### src/rtl/fcvt_pipe.sv
// fcvt_pipe: two-stage int32<->float32 converter (fcvt.s.w / fcvt.w.s).
// Ports: in_* request (op 0=itof, 1=ftoi), out_* result, flush, busy.
module fcvt_pipe #(
  parameter int TAG_W = 6
) (
  input  logic             clk,
  input  logic             rstn,
  input  logic             in_valid,
  output logic             in_ready,
  input  logic             in_op,
  input  logic [TAG_W-1:0] in_tag,
  input  logic [31:0]      in_data,
  input  logic             flush,
  output logic             out_valid,
  input  logic             out_ready,
  output logic [TAG_W-1:0] out_tag,
  output logic [31:0]      out_data,
  output logic             busy
);

  typedef struct packed {
    logic             op;
    logic [TAG_W-1:0] tag;
    logic             sgn;
    logic [31:0]      mag;
    logic [4:0]       pos;
    logic [7:0]       exp;
    logic             zero;
    logic             sat;
    logic             nan;
  } s1_t;

  function automatic logic [4:0] lead1(
    input logic [31:0] x
  );
    lead1 = '0;
    for (int i = 0; i < 32; i++)
      if (x[i]) lead1 = 5'(i);
  endfunction

  logic        s1_valid;
  logic        s2_valid;
  s1_t         s1;
  s1_t         d1;
  logic        adv;
  logic [31:0] mag_i;

  assign adv       = !s2_valid || out_ready;
  assign in_ready  = adv;
  assign out_valid = s2_valid;
  assign busy      = s1_valid || s2_valid;

  assign mag_i = in_data[31] ? (~in_data + 32'd1)
                             : in_data;

  always_comb begin
    d1     = '0;
    d1.op  = in_op;
    d1.tag = in_tag;
    d1.sgn = in_data[31];
    if (!in_op) begin
      d1.mag = mag_i;
      d1.pos = lead1(mag_i);
    end else begin
      d1.mag  = {8'b0, 1'b1, in_data[22:0]};
      d1.exp  = in_data[30:23];
      d1.zero = in_data[30:23] < 8'd126;
      d1.sat  = in_data[30:23] >= 8'd158;
      d1.nan  = (&in_data[30:23])
             && (|in_data[22:0]);
    end
  end

  // itof: hidden bit moved to bit 31, keep 23
  // fraction bits plus one guard bit.
  logic [4:0]  lsh;
  logic [24:0] n25;
  logic [23:0] frac_r;
  logic [7:0]  expo;
  logic [31:0] ires;

  always_comb begin
    lsh    = 5'd31 - s1.pos;
    n25    = 25'((s1.mag << lsh) >> 7);
    frac_r = {1'b0, n25[23:1]}
           + {23'b0, n25[0]};
    expo   = 8'd127 + {3'b0, s1.pos}
           + {7'b0, frac_r[23]};
    ires   = (s1.mag == 32'd0) ? 32'd0
           : {s1.sgn, expo, frac_r[22:0]};
  end

  // ftoi: mantissa scaled so bit 0 of w is the
  // first fraction bit (the rounding bit).
  logic [7:0]  sh;
  logic [32:0] w;
  logic [32:0] v;
  logic [31:0] fres;

  always_comb begin
    sh = s1.exp - 8'd118;
    w  = 33'(({32'b0, s1.mag} << sh) >> 31);
    v  = {1'b0, w[32:1]} + {32'b0, w[0]};
    unique case (1'b1)
      s1.zero: fres = 32'd0;
      s1.sat: begin
        fres = (s1.sgn && !s1.nan)
             ? 32'h8000_0000 : 32'h7FFF_FFFF;
      end
      default: begin
        if (v[32] || v[31])
          fres = s1.sgn ? 32'h8000_0000
                        : 32'h7FFF_FFFF;
        else
          fres = s1.sgn ? (~v[31:0] + 32'd1)
                        : v[31:0];
      end
    endcase
  end

  always_ff @(posedge clk or negedge rstn) begin
    if (!rstn) begin
      s1_valid <= 1'b0;
      s2_valid <= 1'b0;
      s1       <= '0;
      out_tag  <= '0;
      out_data <= '0;
    end else if (flush) begin
      s1_valid <= 1'b0;
      s2_valid <= 1'b0;
    end else if (adv) begin
      s1_valid <= in_valid;
      s1       <= d1;
      s2_valid <= s1_valid;
      out_tag  <= s1.tag;
      out_data <= s1.op ? fres : ires;
    end
  end

endmodule

### config.mk
export PLATFORM = sky130hd
export DESIGN_NAME = fcvt_pipe
export DESIGN_NICKNAME = d
export VERILOG_FILES = /design/src/rtl/fcvt_pipe.sv
export SDC_FILE = /design/constraint.sdc
export NUM_CORES = 1
export LEC_CHECK = 0
export ABC_AREA = 1
export ABC_CLOCK_PERIOD_IN_PS = 4590
export CAP_MARGIN = 15
export CORE_MARGIN = 8
export CORE_UTILIZATION = 39
export CTS_BUF_LIST = sky130_fd_sc_hd__clkbuf_4 sky130_fd_sc_hd__clkbuf_8 sky130_fd_sc_hd__clkbuf_16
export DETAILED_ROUTE_END_ITERATION = 8
export PLACE_DENSITY = 0.61
export SLEW_MARGIN = 10
export SYNTH_ARGS = -nofsm -noshare
export SYNTH_HDL_FRONTEND = slang
export SYNTH_SLANG_ARGS = --single-unit
### constraint.sdc
create_clock -name clk -period 4.59 [get_ports clk]
set_clock_uncertainty 0.2 [all_clocks]
set_input_delay 0.459 -clock clk [delete_from_list [all_inputs] [get_ports clk]]
set_output_delay 0.459 -clock clk [all_outputs]
set_load 0.05 [all_outputs]
==> results summary <==
For this configuration, the core starts out at a cell density of 39.45%. On the final layout, the worst hold slack is -0.01806 ns. The synthesized net count came out at 2236.

The most instantiated library cell after synthesis is sky130_fd_sc_hd__nand2_1. STA classifies the critical path startpoint as a register. The worst hold-check path type is input port to async pin. The region available for standard cell placement spans 31390 um^2. The DRC marker count from the first detailed-route iteration is 1500.

The fraction of final layout cells sized beyond drive strength 1 came out at 23.06%. By area the synthesized netlist is led by sky130_fd_sc_hd__dfrtp_1, sky130_fd_sc_hd__nand2_1, sky130_fd_sc_hd__nand3_1, sky130_fd_sc_hd__nor2_1, sky130_fd_sc_hd__inv_1. Using the TritonRoute via totals, the vias-per-cell ratio works out to 5.563.

The count of input and output buffers came out at 84. Yosys mapped the design onto 54 distinct sky130hd cell types. The synthesized netlist occupies a cell area of 12380 um^2. The net total in the final layout came out at 2472. Buffers inserted to repair hold after CTS numbered 0. The data arrival time at the worst-slack endpoint came out at 4.58 ns. During I/O placement, the number of pins put on the boundary was 85. After floorplanning, the core was divided into 65 placement rows. The final-report setup violation count came out at 0. The largest net degree at the start of global routing is 119. The aggregate routed wire length came out at 49490 um. The warning count from the yosys run came out at 0. The critical path is of the register to register type. Of the synthesized area, sequential elements account for 19.40%. The total routing resource utilization after global routing is 25.43%.

The area share of the leading cell type in the synthesized netlist came out at 19.40%. The worst vdd rail ir drop came out at 0.1835 mV. The maximum fanout count along the critical path came out at 9. TritonCTS built the clock tree. For this run, the detailed router's first-pass iteration total came to 7. The final reports fail on negative hold slack. The commonest cells after synthesis are sky130_fd_sc_hd__nand2_1, sky130_fd_sc_hd__nand3_1, sky130_fd_sc_hd__nor2_1, sky130_fd_sc_hd__inv_1, sky130_fd_sc_hd__o21ai_0. The largest stage delay on the critical path is 0.40 ns. The final period utilization came out at 99.15%.

After detailed routing, the average wire length per cell comes to 17.51 um. The post-synthesis cell type with the largest combined area is sky130_fd_sc_hd__dfrtp_1. The routed layout has 15720 vias. The worst setup path is captured at a register. The relative slew slack came out at 43.61%. The library cell appearing most often on the critical path is sky130_fd_sc_hd__nand3_2. The flow ran to the end, but the final reports show violations.

The synthesis-to-finish area growth is 34.19%. The register bit count reported by yosys came out at 96. The die outline width is 194.2 um. Once layout is complete, the utilization of the core stands at 52.94%. The first global-routing pass estimated 78610 um of wire. On the critical path, the stage with the largest delay is an instance of sky130_fd_sc_hd__dfrtp_1. The static power due to leakage is 7.960 nW. The data required time at the worst endpoint is 4.62 ns. The cell count after synthesis is 2183. The area enclosed by the die boundary is 37710 um^2. Counting the buffers created by CTS gives 9. The vertical die dimension came out at 194.2 um. Detailed placement ended at an HPWL of 38640 um. The share of async-settable or async-resettable flops after synthesis came out at 100.0%.

The number of antenna diodes is 0. The number of max-cap violations came out at 0. Setup repair after global routing could not meet its margin everywhere.

The synthesized design contains 0 enable-type register cells. The tree is rooted in a sky130_fd_sc_hd__clkbuf_16. The count of nets left with antenna violations once routing finished came out at 0. The clock sink count came out at 96. The final hold violation count is 20. The clock-pin slew of the registers on the worst-case setup and hold paths is 0.07 ns. The DRC violations left came out at 0. The number of antenna violations at the first check in global routing came out at 0. The number of H-tree levels is 3. The power per cell area is 348.1 nW/um^2. Summed over all layers, the global routing overflow is 0. The maximum buffer depth of the clock tree came out at 2.

The final critical delay including setup and external delays came out at 4.551 ns. The routability congestion estimate is 0.9374. The clock latency on the worst-skew pair is 0.38 ns. Among all flip-flop cells after synthesis, the most frequent one is sky130_fd_sc_hd__dfrtp_1. The peak clock frequency supported by timing came out at 0.2197 GHz. For the pin with the worst max-slew slack, the measured transition is 0.8459 ns. The final number of max-transition violations came out at 0. The per-instance average area after synthesis is 5.673 um^2.

The number of global-route vias before repair came out at 14670.
## cell type report
type / count / area, um^2
Timing Repair Buffer: 344 / 3055
Multi-Input combinational cell: 1745 / 9527
Sequential cell: 96 / 2402
Tap cell: 402 / 503.0
Clock inverter: 7 / 63.81
Inverter: 223 / 842.1
Clock buffer: 9 / 225.2
Fill cell: 3282 / 14770
## cell usage in the layout, fill, tap and decap left out, types with 5 or more instances in the layout
cell type,count
sky130_fd_sc_hd__inv_1,196
sky130_fd_sc_hd__a21oi_1,39
sky130_fd_sc_hd__o21a_1,6
sky130_fd_sc_hd__mux2i_1,9
sky130_fd_sc_hd__o22ai_1,16
sky130_fd_sc_hd__nand2_4,9
sky130_fd_sc_hd__buf_6,6
sky130_fd_sc_hd__nand3_1,299
sky130_fd_sc_hd__or2_2,12
sky130_fd_sc_hd__nand3b_1,10
sky130_fd_sc_hd__o21ai_0,113
sky130_fd_sc_hd__nor2_4,21
sky130_fd_sc_hd__a31oi_1,20
sky130_fd_sc_hd__nand2_1,584
sky130_fd_sc_hd__clkdlybuf4s50_1,83
sky130_fd_sc_hd__a21oi_2,9
sky130_fd_sc_hd__nor4_1,12
sky130_fd_sc_hd__o21ai_1,40
sky130_fd_sc_hd__xor2_1,43
sky130_fd_sc_hd__clkbuf_16,10
sky130_fd_sc_hd__buf_12,11
sky130_fd_sc_hd__nor2_2,31
sky130_fd_sc_hd__xnor2_1,5
sky130_fd_sc_hd__a21boi_0,5
sky130_fd_sc_hd__ha_1,5
sky130_fd_sc_hd__nor3_1,20
sky130_fd_sc_hd__nand3_2,103
sky130_fd_sc_hd__clkinv_1,5
sky130_fd_sc_hd__nand4_1,33
sky130_fd_sc_hd__nand2_2,44
sky130_fd_sc_hd__nor3_2,5
sky130_fd_sc_hd__nor2_1,175
sky130_fd_sc_hd__inv_2,20
sky130_fd_sc_hd__o211ai_1,15
sky130_fd_sc_hd__o221ai_1,21
sky130_fd_sc_hd__dfrtp_1,96
sky130_fd_sc_hd__buf_4,238
## registers in the layout (all words and copies together), names as in the netlist
name       count
s1            56
out_data      32
out_tag        6
out_valid      1
s1_valid       1
## worst max-delay path, delay by kind of cell, from the launching register on
| family | cells | cell delay (ns) |
|---|---|---|
| flops | 1 | 0.40 |
| fa+ha+maj | 3 | 0.47 |
| buf+inv | 7 | 0.82 |
| compound gates | 5 | 0.69 |
| simple gates | 19 | 1.83 |
## report_power, final
group | switching (W) | total, W | internal, W
registers | 0.000128 | 0.00111 | 0.000982
logic | 0.00248 | 0.00392 | 0.00144
clock network | 0.000373 | 0.000754 | 0.000381
total | 0.00298 | 0.00578 | 0.00281
## layer usage
metal / part of all wire, % / up-vias / track usage, %
li1: - / 7722 / -
met1: 45 / 7393 / 34.88
met5: 0 / - / 0
met4: 2.9 / 0 / 8.119
met3: 5.7 / 81 / 2.742
met2: 46 / 526 / 41.21
## worst paths after layout
path	from	to	slack, ns	cells past startpoint
worst max-delay path	s1[4]	out_data[11]	0.04	34
worst min-delay path	rstn	s1[37]	-0.02	1
worst max register to register	s1[4]	out_data[11]	0.04	34
worst min register to register	s1[50]	out_tag[1]	0.28	2
max in group asynchronous	rstn	s1[22]	3.17	2
min in group clk	s1[50]	out_tag[1]	0.28	2
## per-stage QoR
step	setup WS, ns	power (W)	area (um^2)	TNS [ns]	instances
after detailed placement	-0.3430	0.004621	14990	-4.624	2774
final	0.03912	0.005784	16620	0	2826
after floorplan	0.3183	0.003289	12380	0	2183
after global placement	-0.1993	0.004616	14990	-0.8126	2774
after global routing	-0.2456	0.006191	16620	-4.903	2826
after CTS	0.0008793	0.005501	15800	0	2803
## timing repair
action,in CTS,in global routing
cloned,3,1
endpoints found under the setup margin,32,35
gates resized for setup,73,175
buffers inserted,10,22
pin swaps,15,64
## cells by family after synthesis
kind of cell,Yosys count,synth area share (%)
simple gates,1369,49.54
buf+inv,342,11.11
compound gates,307,14.59
flops,96,19.40
xor+xnor,51,3.728
mux,9,0.7274
fa+ha+maj,9,0.9093
No activity file was read; power rests on OpenSTA's default activity.
